[src/rtl/popcount_window_accumulator.sv]
// Counts set bits in each accepted sample and accumulates them over a window of
// WINDOW samples; each window total is offered on a valid/ready output.
module popcount_window_accumulator #(
  parameter int WIDTH    = 4,
  parameter int WINDOW   = 4,
  parameter int ACC_W    = 8,
  parameter int SATURATE = 1,
  localparam int CW      = $clog2(WIDTH + 1)
) (
  input  logic             clk,
  input  logic             rst,
  input  logic             clear,
  input  logic             in_valid,
  input  logic [WIDTH-1:0] in_data,
  output logic             in_ready,
  output logic             out_valid,
  input  logic             out_ready,
  output logic [ACC_W-1:0] out_sum,
  output logic             out_ovf,
  output logic [CW-1:0]    last_count
);

  localparam int CNT_W = $clog2(WINDOW + 1);
  localparam int SW    = ACC_W + 1;

  typedef enum logic {ACCUM = 1'b0, HOLD = 1'b1} state_t;

  state_t           state_q, state_d;
  logic [ACC_W-1:0] acc_q, acc_d;
  logic [ACC_W-1:0] out_sum_q, out_sum_d;
  logic [CNT_W-1:0] cnt_q, cnt_d;
  logic             ovf_q, ovf_d;
  logic             out_valid_q, out_valid_d;
  logic             out_ovf_q, out_ovf_d;
  logic [CW-1:0]    last_q, last_d;

  logic [CW-1:0]    pc;
  logic [SW-1:0]    sum_wide;
  logic [ACC_W-1:0] acc_upd;
  logic             ovf_upd;

  always_comb begin
    pc = '0;
    for (int i = 0; i < WIDTH; i++) begin
      pc = pc + CW'(in_data[i]);
    end
  end

  // One extra bit of headroom exposes the carry that signals overflow.
  always_comb begin
    sum_wide = {1'b0, acc_q} + SW'(pc);
    ovf_upd  = ovf_q | sum_wide[ACC_W];
    acc_upd  = sum_wide[ACC_W-1:0];
    if (sum_wide[ACC_W] && (SATURATE != 0)) begin
      acc_upd = '1;
    end
  end

  always_comb begin
    state_d     = state_q;
    acc_d       = acc_q;
    cnt_d       = cnt_q;
    ovf_d       = ovf_q;
    out_valid_d = out_valid_q;
    out_sum_d   = out_sum_q;
    out_ovf_d   = out_ovf_q;
    last_d      = last_q;
    if (clear) begin
      acc_d       = '0;
      cnt_d       = '0;
      ovf_d       = 1'b0;
      out_valid_d = 1'b0;
      state_d     = ACCUM;
    end else if (state_q == HOLD) begin
      if (out_ready) begin
        out_valid_d = 1'b0;
        state_d     = ACCUM;
      end
    end else if (in_valid) begin
      last_d = pc;
      if (cnt_q == CNT_W'(WINDOW - 1)) begin
        out_sum_d   = acc_upd;
        out_ovf_d   = ovf_upd;
        out_valid_d = 1'b1;
        state_d     = HOLD;
        acc_d       = '0;
        cnt_d       = '0;
        ovf_d       = 1'b0;
      end else begin
        acc_d = acc_upd;
        cnt_d = cnt_q + CNT_W'(1);
        ovf_d = ovf_upd;
      end
    end
  end

  always_ff @(posedge clk) begin
    if (rst) begin
      state_q     <= ACCUM;
      acc_q       <= '0;
      cnt_q       <= '0;
      ovf_q       <= 1'b0;
      out_valid_q <= 1'b0;
      out_sum_q   <= '0;
      out_ovf_q   <= 1'b0;
      last_q      <= '0;
    end else begin
      state_q     <= state_d;
      acc_q       <= acc_d;
      cnt_q       <= cnt_d;
      ovf_q       <= ovf_d;
      out_valid_q <= out_valid_d;
      out_sum_q   <= out_sum_d;
      out_ovf_q   <= out_ovf_d;
      last_q      <= last_d;
    end
  end

  assign in_ready   = (state_q == ACCUM);
  assign out_valid  = out_valid_q;
  assign out_sum    = out_sum_q;
  assign out_ovf    = out_ovf_q;
  assign last_count = last_q;

endmodule

[config.mk]
export PLATFORM = sky130hd
export DESIGN_NAME = popcount_window_accumulator
export DESIGN_NICKNAME = d
export VERILOG_FILES = /design/src/rtl/popcount_window_accumulator.sv
export SDC_FILE = /design/constraint.sdc
export NUM_CORES = 1
export LEC_CHECK = 0
export CORE_ASPECT_RATIO = 0.75
export CORE_UTILIZATION = 54
export CTS_BUF_LIST = sky130_fd_sc_hd__clkbuf_4 sky130_fd_sc_hd__clkbuf_8
export CTS_CLUSTER_SIZE = 12
export DETAILED_ROUTE_END_ITERATION = 12
export GPL_ROUTABILITY_DRIVEN = 0
export PLACE_DENSITY = 0.81
export SETUP_SLACK_MARGIN = 0.5
export SLEW_MARGIN = 20
export SYNTH_ARGS = -nofsm -noshare
export SYNTH_HDL_FRONTEND = slang
export SYNTH_SLANG_ARGS = --single-unit
[constraint.sdc]
create_clock -name clk -period 3.5 [get_ports clk]
set_input_delay 0.7 -clock clk [delete_from_list [all_inputs] [get_ports clk]]
set_output_delay 0.7 -clock clk [all_outputs]
set_load 0.005 [all_outputs]
=== Word level (Yosys, flattened, before mapping) ===
Cells that the tools add are included.

* Flip-flop bits (word level): 26
* Output and inout port bits: 14
* Logic and storage cells: 37

* Add/sub/neg operators: 5
* Eq/ne operators: 2
* Mux-type cells: 12
* Bitwise logic cells: 3
* Reductions and logical operators: 7

{| class="wikitable"
|+ Operators with widths
! kind !! count
|-
| $mux W8 || 2
|-
| $add A8 B3 Y9 || 1
|-
| $mux W1 || 9
|-
| $reduce_and A3 Y1 || 2
|-
| $reduce_and A4 Y1 || 1
|-
| $reduce_bool A2 Y1 || 2
|-
| $add A2 B1 Y3 || 1
|-
| $add A3 B1 Y3 || 1
|-
| $add A3 B1 Y3 const B || 1
|-
| $eq A3 B2 Y1 const B || 1
|-
| $mux W3 || 1
|-
| $add A1 B1 Y2 || 1
|-
| $ne A2 B2 Y1 const B || 1
|-
| $not A1 Y1 || 2
|-
| $reduce_and A2 Y1 || 1
|-
| $reduce_or A2 Y1 || 1
|-
| $or A1 B1 Y1 || 1
|}

=== Logic depth before layout (Yosys ltp) ===
Gate-level depths: netlist of run 1.

* Depth after elaboration: 6
* Gate-level depth with buffers: 9
* Gate-level depth less buffers: 9

=== Worst setup path after synthesis of run 1 ===
No wires, ideal clock.

* Path type: input port to flip-flop
* From: in in_data[0]
* To: reg out_sum_q[1] (netlist: out_sum[1])
* Arrival time: 2.944 ns
* Required time: 3.412 ns
* Path slack: 0.468 ns
* Stages: 8
* Path buffers: 0
* Cells stage by stage: fa_1 ha_1 ha_1 inv_1 fa_1 nand2b_2 a211o_1 a311oi_2

* Longest elaborated chain between the ends: 5

{| class="wikitable"
|+ RTL lines
! item !! RTL line !! RTL
|-
| start, declared || 14 || <nowiki>input logic [WIDTH-1:0] in_data,</nowiki>
|-
| $add A1 B1 Y2 || 45 || <nowiki>pc = pc + CW'(in_data[i]);</nowiki>
|-
| $add A2 B1 Y3 || 45 ||
|-
| $add A3 B1 Y3 || 45 ||
|-
| net pc[1] || 37 || <nowiki>logic [CW-1:0] pc;</nowiki>
|-
| $add A8 B3 Y9 || 51 || <nowiki>sum_wide = {1'b0, acc_q} + SW'(pc);</nowiki>
|-
| $mux W8 || 54 || <nowiki>if (sum_wide[ACC_W] && (SATURATE != 0)) begin</nowiki>
|-
| end signal, assigned || 113 || <nowiki>out_sum_q <= out_sum_d;</nowiki>
|-
| end, declared || 30 || <nowiki>logic [ACC_W-1:0] out_sum_q, out_sum_d;</nowiki>
|}

The timed path passes the listed nets, and every way through them passes these cells.
A chain may end at the register's enable or synchronous reset.

=== Worst setup path in the final report of run 1 ===
* From: in in_data[3]
* To: reg acc_q[3]

* Longest elaborated chain between the ends: 4

{| class="wikitable"
|+ RTL lines
! item !! RTL line !! RTL
|-
| $add A3 B1 Y3 || 45 ||
|-
| net pc[1] || 37 ||
|-
| $add A8 B3 Y9 || 51 ||
|-
| $mux W8 || 54 ||
|-
| $mux W8 || 81 || <nowiki>if (cnt_q == CNT_W'(WINDOW - 1)) begin</nowiki>
|-
| end signal, assigned || 100 || <nowiki>acc_q <= '0;</nowiki>
|-
| end signal, assigned || 109 || <nowiki>acc_q <= acc_d;</nowiki>
|-
| end, declared || 29 || <nowiki>logic [ACC_W-1:0] acc_q, acc_d;</nowiki>
|}

The timed path passes the listed nets, and every way through them passes these cells.

==> results of run 1 <==
## kinds of logic (layout without fill, tap and decap cells)
kind of cell    count (synthesis)  count (layout)
xor+xnor                        3               3
compound gates                 44              44
fa+ha+maj                       8               8
flops                          26              26
simple gates                   64              64
buf+inv                        12              36
## final cells by class
class,instances,area [sq um],area share (%)
inverter,7,26.3,1.54
multi-input combinational,119,850,49.7
clock buffer,3,22.5,1.32
tap,34,42.5,2.49
timing repair buffer,26,246,14.4
sequential,26,520,30.5
## final timing paths
kind                            startpoint    endpoint  slack (ns)  cells past startpoint
worst max-delay path            in_data[3]    acc_q[3]        0.62                     10
worst min-delay path            out_sum[4]  out_sum[4]        0.47                      2
worst max register to register    acc_q[0]    acc_q[3]        1.69                      7
worst min register to register  out_sum[4]  out_sum[4]        0.47                      2
## state kept, by name, indices dropped and copies added (netlist names)
register    flops
cnt_q           3
out_valid       1
acc_q           8
out_ovf         1
ovf_q           1
state_q         1
out_sum         8
last_count      3
## cell usage after synthesis, drive strengths merged (3+ instances only)
library cell / number / share of area [%]
nand2: 23 / 6.7
a211oi: 3 / 2.5
o2111ai: 3 / 1.9
a311oi: 3 / 2.3
nand2b: 4 / 2.5
dfxtp: 26 / 37
a21oi: 17 / 6.1
ha: 6 / 5.4
buf: 3 / 2.0
nor3: 10 / 4.7
xnor2: 3 / 1.9
nor2: 14 / 4.0
inv: 7 / 1.9
nand3: 5 / 2.2
o21ai: 6 / 2.2
## worst max-delay path: stages
cell and delay (ns):
dlygate4sd2_1 0.25, fa_1 0.52, ha_4 0.19, ha_4 0.26
inv_1 0.06, fa_2 0.35, nand2b_4 0.17, a211oi_4 0.33
nand2_2 0.13, a41oi_2 0.18
## metal layers
layer	vias up	share of wire, %	track usage, %
met1	538	42	32.4
met3	7	7.8	6.25
met5	-	0	0
met2	49	49	42.9
li1	611	-	-
met4	0	1.1	7.73
## timing repair
| action | in CTS | in global routing |
|---|---|---|
| setup endpoints to repair | 18 | 0 |
| hold buffers | 0 | 0 |
| resized for setup | 12 | 0 |
## power groups by stage
| stage | Clock (mW) | Sequential (mW) | Combinational, mW |
|---|---|---|---|
| 6_report | 0.130 | 0.304 | 0.0940 |
| 5_1_grt | 0.147 | 0.304 | 0.102 |
| 4_1_cts | 0.130 | 0.304 | 0.0929 |
| 3_5_place_dp | 0 | 0.310 | 0.0829 |
| 3_3_place_gp | 0 | 0.310 | 0.0804 |
| 2_1_floorplan | 0 | 0.309 | 0.0498 |
## per-stage QoR
| stage | instances | setup WS (ns) | utilization, % | total power [mW] |
|---|---|---|---|---|
| after global routing | 215 | 0.513 | 72.2 | 0.554 |
| after global placement | 212 | 0.00617 | 69.4 | 0.390 |
| after detailed placement | 212 | -0.0859 | 69.4 | 0.393 |
| after CTS | 215 | 0.602 | 72.2 | 0.526 |
| after floorplan | 157 | 0.503 | - | 0.359 |
| final | 215 | 0.624 | 72.2 | 0.527 |
==> impl_metrics.ini, run 1 <==
[run_status]
status = complete, no violations

[synthesis]
ys.flop_type = dfxtp_1
syn_area_sq_um = 1390
synth_mux_area_share_pct = 0
ys_ff_latch = 26
yosysWarnings = 0
synth-xor-area-share_pct = 1.89
yosysUniqueCellTypes = 46
yosys.area_share.simple_pct = 24.4
synth_compound_area_share_pct = 23.0
synth_nets = 174
synth_fa_ha_area_share_pct = 8.27
synth_edf_count = 0
async_flop_share_pct = 0
synth_top_family_by_area = simple AND/OR/NAND/NOR gates
seq_area_frac_synth_pct = 37.4
netlist_instances = 157
syn_avg_cell_area_sq_um = 8.86

[routing]
drt_first_pass_iters = 4
vias_per_cell = 5.60
wire_per_inst_microns = 14.7
first_iter_violations = 84
vias = 1205
drtAntennaViolNets = 0
drc_errors = 0
drt_wl_total_mm = 3.17

[sta]
holdWs_ns = 0.466
fin_crit_ns = 2.88
worst_slew_pin_slew_ns = 0.735
finalSetupTns_ns = 0
fin_worst_skew_ns = 0.00757
finalSetupViolations = 0
drv_slew = 0
finalHoldViolCount = 0
slew_headroom_pct = 50.7
fmax_ghz = 0.348
rsz0062_at_grt = no
min_period_over_period_pct = 82.2

[cts]
cts_root_buffer = clkbuf_4
cts_tree = yes
h-tree-depth = 1
cts_made_buffers = 3
clk_pin_slew_worst_paths_ns = 0.13
cts_buffer_depth = 2
clock_sinks = 26
clkLatencyLatePin_ns = 0.33
post_cts_buffers = 0

[die]
die_h_microns = 46.0
num_rows = 15
start_util_pct = 58.8
design.die.area_sq_um = 2790
io_pins = 23
core-area_sq_um = 2360
die_x_microns = 60.6

[worst_hold_path]
hp-class = flop to flop

[power_and_ir_drop]
swShare_pct = 26.9
intPower_mw = 0.386
p_per_area_nw_per_um2 = 309
pwr-share-comb_pct = 17.8
power.switching_mw = 0.142
ir_drop_uv = 304
p_leak_nw = 0.563
power_frac_seq_pct = 57.6
p_clk_share_pct = 24.6

[global_route]
grt_overflow = 0
grt_pass1_vias = 1112
grt_pass1_wl_mm = 5.00
antenna_found_initial = 0
grt_max_degree = 16
grt_use_total_pct = 25.5

[placement]
placed_cell_area_sq_um = 1640
numPortBuffers = 22
hpwl_mm = 2.37

[critical_path]
cp-end-kind = flop
timing_worst_setup_path_type = input port to flop
crit_fanout = 5
arrival_ns = 3.14
cp-start-kind = input port
required_ns = 3.77

[run]
cap_violations = 0

[layout]
layout_commonest_cell = dfxtp_1
drive_above_1_share_pct = 17.7
fin_area_sq_um = 1710
nFillCells = 179
layout_common_cells = 26 x dfxtp_1, 20 x nand2_1, 19 x clkdlybuf4s50_1
nets = 200
antenna_cells = 0
area_growth_pct = 22.8
Power figures use the tool's default switching activity.
==> run 2, diff against run 1 <==
- CORE_UTILIZATION: 54 -> 49
- PLACE_DENSITY: 0.81 -> 0.77
- clock period: 3.5 -> 2.5 ns (I/O delays scaled with it)
==> run 2 against run 1 <==
Worst hold slack got worse by 0.012 ns. Clock-buffer cell count rose by 1. Die area rose by 9.8%. Clock skew barely moved. The run now ends with negative setup slack left. Global-route usage rose by 1.7 points. Power rose by 70%. Critical path depth rose by 1. Largest cell class unchanged. First-iteration DRC count fell by 11%. Sequential power rose by 40%. Cell count rose by 6.5%. Utilization rose by 2.8 points.
==> impl_metrics.ini, run 2 (synthesis results as in run 1) <==
[sta]
worst_slew_pin_slew_ns = 0.437
min_period_over_period_pct = 104
fin_crit_ns = 2.60
drv_slew = 0
fin_ws_ns = -0.0967
rsz0062_at_grt = yes
finalHoldViolCount = 0
fmax_ghz = 0.385
slew_headroom_pct = 70.8
fin_worst_skew_ns = 0.00780
finalSetupTns_ns = -0.787
finalSetupViolations = 17

[placement]
placed_cell_area_sq_um = 1740
dp_cells = 220
numPortBuffers = 22
hpwl_mm = 2.64

[cts]
cts_made_buffers = 3
hold_buffers = 0
cts_root_buffer = clkbuf_8
clk_pin_slew_worst_paths_ns = 0.09
h-tree-depth = 1
cts_tree = yes
clock_sinks = 26
cts_buffer_depth = 2
clkLatencyLatePin_ns = 0.28

[die]
die_x_microns = 63.5
die_h_microns = 48.2
design.die.area_sq_um = 3060
io_pins = 23
start_util_pct = 52.7
core-area_sq_um = 2640
num_rows = 16

[layout]
layout_common_cells = 26 x dfxtp_1, 19 x nand2_1, 19 x clkdlybuf4s50_1
layout_commonest_cell = dfxtp_1
fin_util_pct = 75.0
nets = 211
area_growth_pct = 42.5
nFillCells = 181
fin_area_sq_um = 1980
stdcell_count = 229
antenna_cells = 0
drive_above_1_share_pct = 35.8

[global_route]
grt_max_degree = 15
antenna_found_initial = 0
grt_pass1_vias = 1257
grt_use_total_pct = 27.2
grt_pass1_wl_mm = 6.07
grt_overflow = 0

[power_and_ir_drop]
power.switching_mw = 0.237
power_frac_seq_pct = 47.7
swShare_pct = 26.5
intPower_mw = 0.657
p_clk_share_pct = 30.9
p_leak_nw = 0.670
p_per_area_nw_per_um2 = 451
pwr-share-comb_pct = 21.4
ir_drop_uv = 259

[run]
cap_violations = 0

[critical_path]
crit_fanout = 4
required_ns = 2.71
cp-start-kind = input port
r2r_slack_ns = 0.60
reg2reg_from = acc_q[1]
arrival_ns = 2.81
reg2regPathDepth = 7
r2r_end = acc_q[0]
timing_worst_setup_path_type = input port to flop
cp-end-kind = flop

[routing]
drtAntennaViolNets = 0
drt_wl_total_mm = 4.13
wire_per_inst_microns = 18.0
drt_first_pass_iters = 4
vias = 1348
first_iter_violations = 75
vias_per_cell = 5.89
drc_errors = 0

[worst_hold_path]
hp-class = flop to flop
hold_depth = 2
hp-start = cnt_q[2]
min_to = cnt_q[2]

[run_status]
violations = negative setup slack
status = complete, but fails checks
[run 2: cell count changes in the layout (fill, tap and decap cells not counted), sizes merged]
cell         before  now
buf               4   18
dlygate4sd2       3    0
clkbuf            3    4
[run 2: repair_timing]
item / 4_1_cts / 5_1_grt
setup endpoints to repair: 18 / 18
gates resized for setup: 38 / 8
setup buffers: 5 / 0
pin swaps: 19 / 11
[run 2: metal layers]
layer	GRT usage [%]	part of all wire [%]
met2	46.2	48
met5	0	0
met3	8.64	9.2
met4	10.5	1.8
met1	33.4	41
[run 2: worst max path at each step]
stage | startpoint | end | slack (ns) | cells after the start
after detailed placement | in_data[0] | acc_q[7] | -0.74 | 9
after global routing | in_data[3] | acc_q[0] | -0.13 | 11
after global placement | in_data[0] | out_sum[3] | -0.62 | 9
after CTS | in_data[3] | out_sum[1] | -0.09 | 9
after floorplan | in_data[0] | out_sum[5] | -0.11 | 8
final | in_data[3] | acc_q[0] | -0.1 | 11
[run 2: worst max-delay path, stage by stage]
cell and delay, ns:
buf_6 0.09, fa_1 0.52, ha_4 0.20, ha_4 0.26
inv_2 0.04, fa_2 0.35, nand2b_4 0.18, a211oi_4 0.27
buf_6 0.16, o21ai_2 0.06, a21oi_1 0.17
[run 2: power by group through the flow]
stage                     Clock [mW]  Sequential [mW]  Combinational, mW
after global routing           0.301            0.427              0.202
after global placement             0            0.434              0.140
after detailed placement           0            0.435              0.147
after CTS                      0.280            0.426              0.170
final                          0.277            0.427              0.191
after floorplan                    0            0.434             0.0872
[run 2: through the flow]
stage	total power [mW]	hold slack (ns)	setup slack, ns
after floorplan	0.521	0.420	-0.109
after global placement	0.574	0.434	-0.623
after detailed placement	0.582	0.442	-0.735
after CTS	0.876	0.456	-0.0899
after global routing	0.930	0.488	-0.127
final	0.894	0.453	-0.0967
[run 2: final cells by class]
type,instances,area [sq um],share of cell area [%]
Sequential cell,26,520,26.2
Tap cell,36,45.0,2.27
Clock buffer,4,55.1,2.78
Multi-Input combinational cell,119,1000,50.5
Inverter,7,26.3,1.32
Timing Repair Buffer,37,335,16.9
